--- config.mk ---
export PLATFORM = sky130hd
export DESIGN_NAME = slot_dma_window
export DESIGN_NICKNAME = d
export VERILOG_FILES = /design/src/rtl/slot_dma_window.sv
export SDC_FILE = /design/constraint.sdc
export NUM_CORES = 1
export LEC_CHECK = 0
export CORE_ASPECT_RATIO = 0.75
export CORE_MARGIN = 2
export CORE_UTILIZATION = 35
export CTS_CLUSTER_DIAMETER = 100
export DETAILED_ROUTE_END_ITERATION = 10
export GPL_ROUTABILITY_DRIVEN = 1
export GPL_TIMING_DRIVEN = 0
export MAX_ROUTING_LAYER = met4
export SLEW_MARGIN = 20
export SYNTH_ARGS = -nofsm -noshare
export SYNTH_HDL_FRONTEND = slang
export SYNTH_SLANG_ARGS = --single-unit
--- constraint.sdc ---
create_clock -name C7M -period 4 [get_ports C7M]
set_input_delay 0.6 -clock C7M [delete_from_list [all_inputs] [get_ports C7M]]
set_output_delay 0.6 -clock C7M [all_outputs]
set_load 0.005 [all_outputs]
--- src/rtl/slot_dma_window.sv ---
// slot_dma_window: Apple II slot register window with up to three
// auto-stepping SRAM pointers. Bus accesses are sequenced by a 3-bit
// state counter S that restarts at every PHI1 rising edge.
module slot_dma_window #(
  parameter int unsigned ADDR_W   = 20,
  parameter int unsigned CHANNELS = 2
) (
  input  logic              C7M,
  input  logic              nRES,
  input  logic              PHI1,
  input  logic [3:0]        A,
  input  logic              nWE,
  input  logic              nDEVSEL,
  input  logic              nIOSEL,
  input  logic [7:0]        D_in,
  output logic [7:0]        D_out,
  output logic              D_oe,
  input  logic [7:0]        RD_in,
  output logic [7:0]        RD_out,
  output logic              RD_oe,
  output logic [ADDR_W-1:0] RA,
  output logic              RAMCS
);

  localparam int unsigned MW = 2 * CHANNELS;

  typedef logic [ADDR_W-1:0] ptr_t;

  // Bus sequencing state (posedge C7M domain)
  logic [2:0]          s_q, s_d;
  logic                phi1_q;
  logic                phi0seen_q;
  logic                dben_q;
  logic                csen_q;
  logic                regen_q;

  // Register file (negedge C7M domain)
  ptr_t                ptr_q [CHANNELS];
  ptr_t                ptr_d [CHANNELS];
  logic [MW-1:0]       mode_q, mode_d;
  logic [CHANNELS-1:0] pend_q, pend_d;

  // Address decode
  logic [1:0]          ch;
  logic [1:0]          bsel;
  logic                ch_ok;
  logic                dp_sel;
  logic                bus_act;
  ptr_t                sel_ptr;
  logic [7:0]          reg_byte;

  assign ch      = A[3:2];
  assign bsel    = A[1:0];
  assign ch_ok   = {30'd0, ch} < CHANNELS;
  assign dp_sel  = ~nDEVSEL & ch_ok & (bsel == 2'd3);
  assign bus_act = ~nDEVSEL & regen_q;

  // Replace one byte lane of a pointer; lanes beyond ADDR_W fall off the shift.
  function automatic ptr_t put_byte(input ptr_t p, input logic [1:0] b,
                                    input logic [7:0] d);
    ptr_t m;
    m = ptr_t'(8'hFF) << {b, 3'b000};
    return (p & ~m) | ((ptr_t'(d) << {b, 3'b000}) & m);
  endfunction

  // Pointer addressed by A[3:2]; absent channels fall back to channel 0
  always_comb begin
    sel_ptr = ptr_q[0];
    for (int unsigned c = 1; c < CHANNELS; c++) begin
      if (ch == 2'(c)) sel_ptr = ptr_q[c];
    end
  end

  // Register readback mux (MODE, pointer bytes, zero elsewhere)
  always_comb begin
    reg_byte = '0;
    if (A == 4'hF) begin
      reg_byte = 8'(mode_q);
    end else if (ch_ok && bsel != 2'd3) begin
      reg_byte = 8'(sel_ptr >> {bsel, 3'b000});
    end
  end

  assign D_oe   = dben_q & nWE & ~nDEVSEL & regen_q;
  assign D_out  = D_oe ? (dp_sel ? RD_in : reg_byte) : 8'h00;
  assign RD_out = D_in;
  assign RD_oe  = dben_q & ~nWE & dp_sel & regen_q;
  assign RA     = sel_ptr;
  assign RAMCS  = csen_q & dp_sel & regen_q;

  // Next state counter: restart on qualified PHI1 rise, else count and saturate
  always_comb begin
    s_d = s_q;
    if (PHI1 && !phi1_q && phi0seen_q) begin
      s_d = 3'd1;
    end else if (s_q != 3'd0 && s_q != 3'd7) begin
      s_d = s_q + 3'd1;
    end
  end

  // Bus-phase sequencing and strobe enables
  always_ff @(posedge C7M or negedge nRES) begin
    if (!nRES) begin
      s_q        <= '0;
      phi1_q     <= 1'b0;
      phi0seen_q <= 1'b0;
      dben_q     <= 1'b0;
      csen_q     <= 1'b0;
      regen_q    <= 1'b0;
    end else begin
      s_q    <= s_d;
      phi1_q <= PHI1;
      if (!PHI1) phi0seen_q <= 1'b1;
      dben_q <= (s_q >= 3'd4);
      csen_q <= ((s_q == 3'd4) && nWE) || (s_q >= 3'd5);
      if (s_q == 3'd4 && !nIOSEL) regen_q <= 1'b1;
    end
  end

  // Register writes and access marking at S6; deferred pointer steps at S1.
  // Splitting write and step across two edges lets a step act on a value
  // written in the previous bus cycle and samples MODE at step time.
  always_comb begin
    ptr_d  = ptr_q;
    mode_d = mode_q;
    pend_d = pend_q;
    if (s_q == 3'd6 && bus_act) begin
      if (!nWE) begin
        if (A == 4'hF) begin
          mode_d = D_in[MW-1:0];
        end else begin
          for (int unsigned c = 0; c < CHANNELS; c++) begin
            if (ch == 2'(c) && bsel != 2'd3) ptr_d[c] = put_byte(ptr_q[c], bsel, D_in);
          end
        end
      end
      for (int unsigned c = 0; c < CHANNELS; c++) begin
        if (ch == 2'(c) && bsel == 2'd3) pend_d[c] = 1'b1;
      end
    end else if (s_q == 3'd1) begin
      for (int unsigned c = 0; c < CHANNELS; c++) begin
        if (pend_q[c]) begin
          case (mode_q[2*c +: 2])
            2'b00:   ptr_d[c] = ptr_q[c] + ptr_t'(1);
            2'b01:   ptr_d[c] = ptr_q[c] - ptr_t'(1);
            default: ptr_d[c] = ptr_q[c];
          endcase
          pend_d[c] = 1'b0;
        end
      end
    end
  end

  // Register file update on the falling edge of C7M
  always_ff @(negedge C7M or negedge nRES) begin
    if (!nRES) begin
      for (int unsigned c = 0; c < CHANNELS; c++) ptr_q[c] <= '0;
      mode_q <= '0;
      pend_q <= '0;
    end else begin
      ptr_q  <= ptr_d;
      mode_q <= mode_d;
      pend_q <= pend_d;
    end
  end

endmodule

======== Yosys cells after proc, flatten, opt, wreduce, memory -nomap -nowiden ========
Cells that the tools add are included.
word-level totals
  logic and storage cells ................. 107
  register bits ........................... 54
operators by class
  bitwise operators ....................... 19
  $lt $le $gt $ge ......................... 3
  shifts and indexed selects .............. 3
  reductions and logical operators ........ 29
  multiplexer cells ....................... 21
  equal/unequal tests ..................... 16
  add/sub/neg operators ................... 5
operators with widths
  kind                     number
  $mux W40                 4
  $mux W20                 5
  $pmux W20 S2             2
  $and A20 B20 Y20         3
  $add A20 B1 Y20 const B  2
  $or A20 B20 Y20          2
  $sub A20 B1 Y20 const B  2
  $mux W8                  4
  $not A20 Y20             1
  $shl A8 B5 Y20           1
  $shl A8 B5 Y20 const A   1
  $shr A20 B5 Y8           1
  $reduce_and A6 Y1        2
  $and A1 B1 Y1            11
  $logic_and A1 B1 Y1      11
  $reduce_bool A3 Y1       3
  $ne A2 B1 Y1 const B     4
  $reduce_bool A2 Y1       4
  $eq A2 B1 Y1 const B     3
  $eq A3 B3 Y1 const B     2
  $ge A3 B3 Y1 const B     2
  $logic_not A2 Y1         3
  $mux W3                  2
  $ne A2 B2 Y1 const B     3
  13 further kinds         18

======== Logic depth before layout (Yosys ltp) ========
Gate-level depths: netlist of the first run.
  depth after elaboration ................. 8
  depth in mapped cells ................... 13
  depth with buffers taken out ............ 9

==> flow_summary_export.csv, run 1 <==
group,metric,value,unit
worst_setup_path,start_kind,"flip-flop",
yosys,synth_edf_count,0,
cells_and_area,area_delta_synth_final,55.8,%
timing,slew_headroom,0.514,
drt,avgViaCountPerCell,6.45,
clocking,clk_pin_slew,0.08,ns
placed_design,dp_hpwl,17500,um
global_routing,grt_overflow,0,
worst_setup_path,crit_path_max_incr_delay,0.40,ns
yosys,ys_ff_latch,54,
placed_design,pre_cts_ws,-1.21,ns
drt,num_vias,6938,
floorplan,start_util,0.361,
cells_and_area,seq_area,0.00135,mm^2
worst_setup_path,required,3.40,ns
run_status,status,"complete, but fails checks",
yosys,synth.yosys.seq_area_share,0.256,
worst_setup_path,cp_max_fo,3,
placed_design,gp_congestion,0.973,
worst_setup_path,crit_slowest_cell,"dfrtn_1",
timing,setup_slack,-0.482,ns
floorplan,core,0.0146,mm^2
cells_and_area,drive_above_1_share,0.392,
timing,finalSetupViolCount,53,
worst_setup_path,critPathKind,"flip-flop to output pin",
timing,tightest_slew,0.725,ns
worst_setup_path,path_cells,"mux2_4 -> mux2_4 -> a22oi_2 -> o21ai_1 -> and2_1 -> buf_2",
power,leakage,3.39,nW
yosys,syn_inst,695,
cells_and_area,final_util,0.562,
cells_and_area,multi_input_area,0.00428,mm^2
drt,drt_pass1_iterations,5,
yosys,async_reset_ff_frac,1.00,
global_routing,grt_pass1_vias,6454,
power,p_int,1.50,mW
worst_setup_path,cp-end-kind,"output pin",
drt,totalWireLength,26400,um
clocking,clk_latency,0.33,ns
power,power,2.48,mW
global_routing,grt_max_degree,51,
drt,routedWlPerCell,24.6,um
drt,route.detailed.drc,0,
power,switchingPower,0.976,mW
clocking,htreeDepth,2,
timing,maxSlewViolCount,0,
power,peakVddDrop,0.000284,V
floorplan,rows,38,
yosys,synth_cell_type_count,80,
run,maxCapViolations,0,
worst_setup_path,crit_path_frequent_cell,"mux2_4",
worst_setup_path,crit_family,"multiplexers",
worst_setup_path,ff2ff_setup_slack,-0.32,ns
power,p_seq_frac,0.280,
clocking,cts_buffer_depth,2,
clocking,cts.sinks,54,
drt,initialDrtViolationCount,837,
power,p_per_area,301,mW/mm^2
power,switching_share,0.394,
yosys,yosys_warnings,0,
clocking,root_buffer,"clkbuf_16",
worst_setup_path,r2r-start,"s_q[0]",
power,comb_power_share,0.528,
cells_and_area,diodes,0,
global_routing,antenna_found_initial,0,
floorplan,fp.dieH,110,um
timing,rsz0062_at_grt,"yes",
cells_and_area,nets,907,
timing,fin_skew,0.0178,ns
placed_design,portBuffers,63,
floorplan,pin_count,65,
worst_setup_path,crit_arrival,3.88,ns
worst_setup_path,critical_path_buf_inv_count,1,
timing,timing.hold.ws,0.342,ns
floorplan,die_w,146,um
drt,antenna_left,0,
clocking,cts_buffers,5,
yosys,avgSynthCellArea,7.58,um^2
run_status,failed_checks,"setup timing",
clocking,cts_hold_buf,0,
min_path,worst_hold_path_type,"input port to async pin",
yosys,synthesis.area,0.00527,mm^2
timing,hold_viol,0,
global_routing,grt_pass1_wl,39200,um
yosys,syn-num-nets,727,
cells_and_area,fillCellCount,1343,
power,pwr-share-clk,0.192,
clocking,cts_tree,"done",
yosys,ys.flop_type,"dfrtn_1",
worst_setup_path,rr_worst_depth,11,
floorplan,fp.dieArea,0.0161,mm^2
global_routing,grt_use_total,0.330,
==> power groups by stage <==
stage               clock network (mW)  logic, mW  registers (mW)
finish                           0.476       1.31           0.693
global route                     0.501       1.37           0.698
CTS                              0.478       1.13           0.681
detailed placement                   0      0.734           0.679
global placement                     0      0.723           0.676
floorplan                            0      0.469           0.657
==> how the worst max path moves through the flow <==
stage / start / slack, ns / depth (start not counted) / to
CTS: flip-flop / -0.57 / 7 / D_out[0]
detailed placement: nDEVSEL / -1.21 / 6 / flip-flop
global placement: nRES / -1.45 / 1 / async pin
global route: flip-flop / -0.54 / 6 / D_out[0]
floorplan: nDEVSEL / -0.13 / 7 / flip-flop
finish: flip-flop / -0.48 / 6 / D_out[3]
==> layer usage <==
metal / GRT usage / part of all wire / up-vias / routed length, um
met5: - / 0 / - / 0
met4: 0.0833 / 0.028 / 0 / 741
met3: 0.0815 / 0.12 / 69 / 3070
met2: 0.483 / 0.42 / 512 / 11100
met1: 0.456 / 0.44 / 3380 / 11500
li1: - / - / 2977 / -
==> cell type report <==
class	count	share of cell area
Buffer	39	0.0405
Clock buffer	5	0.0152
Clock inverter	3	0.00259
Inverter	16	0.00792
Multi-Input combinational cell	553	0.522
Sequential cell	54	0.165
Tap cell	200	0.0305
Timing Repair Buffer	206	0.217
==> layout by cell type, fill, tap and decap left out, types with 9 or more instances in the layout <==
cell type	instances
a21oi_2	13
nand4_1	11
buf_4	124
nor2_1	48
clkdlybuf4s50_1	29
inv_1	11
nor4_1	17
nand3_1	25
nand2b_1	11
and3_1	9
buf_6	33
dlygate4sd2_1	10
clkbuf_2	9
a31oi_1	10
o21ai_0	13
o22ai_1	15
a22oi_2	9
nor3_1	22
dfrtn_1	46
nand2_1	49
mux2_4	26
or3_1	23
a21oi_1	27
buf_2	9
o21ai_2	10
and2_1	10
mux2i_1	16
==> synthesized netlist by cell type, types with 5 or more instances <==
master    count  area share
ha_1          6       0.014
nand2_1      62       0.044
a31oi_1      10       0.012
dfrtn_1      46        0.22
buf_4         8       0.011
dfrtp_1       8       0.038
and2_1       11       0.013
nor2b_1       6      0.0071
or4_1         6      0.0085
a211oi_1      5      0.0071
and4_1        7       0.012
mux2_2       28       0.060
o21ai_0      29       0.028
nor4_1       18       0.021
buf_2         5      0.0047
nor2_1       55       0.039
xnor2_1       5      0.0083
clkbuf_1     53       0.038
or3_1        24       0.028
or2_2         5      0.0059
o21a_1        7       0.010
nor3_1       26       0.025
a22oi_1      15       0.021
nand3_1      28       0.027
a21oi_1      47       0.045
o22ai_1      25       0.030
inv_1        15       0.011
nand4_1      11       0.013
mux2i_1      17       0.032
nand2b_1     11       0.013
and3_1        9       0.011
==> through the flow <==
step | cell area (um^2) | std cells | setup TNS (ns)
finish | 8210 | 1076 | -10.91
global route | 8210 | 1076 | -12.36
CTS | 7710 | 1060 | -4.76
detailed placement | 6240 | 959 | -54.62
global placement | 6220 | 958 | -119.19
floorplan | 5340 | 695 | -0.365
==> kinds of logic (layout without fill, tap and decap cells) <==
family,after synthesis,in the layout,share of synthesized area
compound gates,194,194,0.247
xor+xnor,5,5,0.00831
fa+ha+maj,6,6,0.0142
buf+inv,88,269,0.0724
flops,54,54,0.256
mux,47,47,0.0992
simple gates,301,301,0.302
==> timing repair <==
item / CTS / global route
resized for setup: 230 / 120
gates cloned: 1 / 0
pin swaps: 35 / 57
buffers inserted: 117 / 35
endpoints found under the hold margin: 0 / 0
endpoints found under the setup margin: 74 / 68
(Power assumes the default switching activity.)
==> run 2: changes to the inputs <==
--- a/config.mk
+++ b/config.mk
@@ -13,6 +13,7 @@
 export GPL_ROUTABILITY_DRIVEN = 1
 export GPL_TIMING_DRIVEN = 0
 export MAX_ROUTING_LAYER = met4
+export REMOVE_ABC_BUFFERS = 1
 export SLEW_MARGIN = 20
 export SYNTH_ARGS = -nofsm -noshare
 export SYNTH_HDL_FRONTEND = slang
==> constraint.sdc (replaced) <==
create_clock -name C7M -period 3.7 [get_ports C7M]
set_input_delay 0.555 -clock C7M [delete_from_list [all_inputs] [get_ports C7M]]
set_output_delay 0.555 -clock C7M [all_outputs]
set_load 0.005 [all_outputs]
==> run 2 against run 1 <==
The run still ends with setup timing left. Clock-buffer cell count is the same. Wire length shrank 5.1%. Combinational power grew 17%. Cell area shrank 1.1%. Sequential power grew 9.1%. Non-clock buffer count shrank 10. Clock skew grew 0.0032 ns. Critical path type unchanged. Register-to-register slack gained 0.02 ns. Total power grew 13%. Core utilization shrank 0.63 points. Worst hold slack lost 0.30 ns.
==> flow_summary_export.csv, run 2 (same netlist as run 1, synthesis figures left out) <==
group,metric,value,unit
floorplan,die_w,146,um
power,switching_share,0.383,
worst_setup_path,required,3.14,ns
drt,route.detailed.drc,0,
cells_and_area,finalInstanceArea,0.00812,mm^2
power,pwr-share-clk,0.183,
worst_setup_path,crit_arrival,3.74,ns
cells_and_area,layout_common_cells,"buf_4 (124), nand2_1 (50), buf_6 (50)",
global_routing,antenna_found_initial,0,
power,switchingPower,1.07,mW
power,p_seq_frac,0.271,
placed_design,dp_cells,891,
timing,hold_viol,0,
timing,slew_headroom,0.140,
placed_design,dp_hpwl,15100,um
timing,fin_skew,0.0210,ns
cells_and_area,area_delta_synth_final,54.1,%
floorplan,pin_count,65,
drt,drt_pass1_iterations,7,
floorplan,start_util,0.361,
floorplan,core,0.0146,mm^2
placed_design,place_area,0.00592,mm^2
global_routing,grt_max_degree,50,
global_routing,grt_use_total,0.306,
worst_setup_path,start_kind,"flip-flop",
floorplan,fp.dieArea,0.0161,mm^2
floorplan,rows,38,
cells_and_area,final_util,0.556,
run_status,status,"complete, but fails checks",
global_routing,grt_pass1_vias,6169,
placed_design,portBuffers,64,
worst_setup_path,crit_end,"D_out[0]",
drt,num_vias,6883,
worst_setup_path,cp-end-kind,"output pin",
worst_setup_path,critPathKind,"flip-flop to output pin",
global_routing,grt_overflow,0,
drt,avgViaCountPerCell,6.45,
power,peakVddDrop,0.000274,V
floorplan,fp.dieH,110,um
timing,maxSlewViolCount,0,
power,leakage,3.32,nW
worst_setup_path,r2r-start,"s_q[1]",
worst_setup_path,cp_max_fo,2,
timing,setup_slack,-0.598,ns
min_path,worst_hold_path_type,"input port to async pin",
clocking,clk_pin_slew,0.08,ns
clocking,cts_hold_buf,0,
cells_and_area,diodes,0,
cells_and_area,fin_cells,1067,
timing,rsz0062_at_grt,"yes",
power,p_int,1.72,mW
clocking,cts_tree,"done",
placed_design,gp_congestion,0.991,
run,maxCapViolations,0,
worst_setup_path,rr_worst_depth,9,
clocking,cts.sinks,54,
worst_setup_path,ff2ff_setup_slack,-0.30,ns
clocking,clk_latency,0.33,ns
global_routing,grt_pass1_wl,36800,um
cells_and_area,drive_above_1_share,0.407,
clocking,root_buffer,"clkbuf_16",
cells_and_area,final_common_cell,"buf_4",
clocking,htreeDepth,2,
placed_design,pre_cts_ws,-1.86,ns
timing,tightest_slew,1.28,ns
clocking,cts_buffers,5,
power,comb_power_share,0.546,
power,p_per_area,344,mW/mm^2
drt,totalWireLength,25100,um
run_status,failed_checks,"setup timing",
drt,initialDrtViolationCount,970,
drt,antenna_left,0,
timing,finalSetupViolCount,60,
power,power,2.79,mW
clocking,cts_buffer_depth,2,
cells_and_area,nets,898,
drt,routedWlPerCell,23.5,um
==> run 2: cell types whose count changed in the layout (fill, tap and decap cells not counted), sizes merged <==
cell           delta
clkbuf           -17
buf              +15
clkdlybuf4s15     -6
dlygate4sd2       -3
and4b             +1
clkdlybuf4s50     +1
clkinv            -1
inv               +1
==> run 2: worst max-delay path: stages, from the launching register on <==
cell and delay (ns):
dfrtn_1 0.38, mux4_2 0.50, a22oi_2 0.23, nor2_2 0.07, a221oi_2 0.20, nor2_1 0.06
buf_2 0.13
==> run 2: stage by stage <==
step	hold slack [ns]	setup TNS, ns
2_1_floorplan	0.259	-43.78
3_3_place_gp	0.450	-208.54
3_5_place_dp	0.379	-65.83
4_1_cts	0.0493	-7.69
5_1_grt	0.0397	-15.16
6_report	0.0449	-11.34
==> run 2: cell type report <==
class	instances	area, um^2
Clock buffer	5	125
Tap cell	200	250
Multi-Input combinational cell	554	4230
Fill cell	1258	6480
Inverter	16	63.8
Timing Repair Buffer	235	2080
Sequential cell	54	1350
Clock inverter	3	21.3
==> run 2: worst min-delay path by stage <==
stage	start	to	slack (ns)
floorplan	nRES	csen_q	0.26
global placement	phi0seen_q	phi0seen_q	0.45
detailed placement	nRES	s_q[0]	0.38
CTS	nRES	phi1_q	0.05
global route	nRES	s_q[2]	0.04
finish	nRES	phi1_q	0.04
==> run 2: layer usage <==
metal  vias to the layer above  wire (um)  GRT usage
met5                         -          0          -
met4                         0        809     0.0672
met3                        79       3330     0.0938
met2                       498      10300      0.428
met1                      3345      10600      0.432
li1                       2961          -          -
==> run 2: power groups by stage <==
stage                     Sequential [mW]  Clock (mW)  Combinational, mW
after floorplan                     0.767           0              0.393
after global placement              0.818           0              0.617
after detailed placement            0.821           0              0.643
after CTS                           0.748       0.502               1.34
after global routing                0.760       0.532               1.63
final                               0.756       0.512               1.53
==> run 2: repair_timing <==
action / 4_1_cts / 5_1_grt
gates resized for setup: 226 / 100
setup buffers: 137 / 43
cloned: 1 / 0
setup endpoints to repair: 72 / 64
pin swaps: 51 / 53
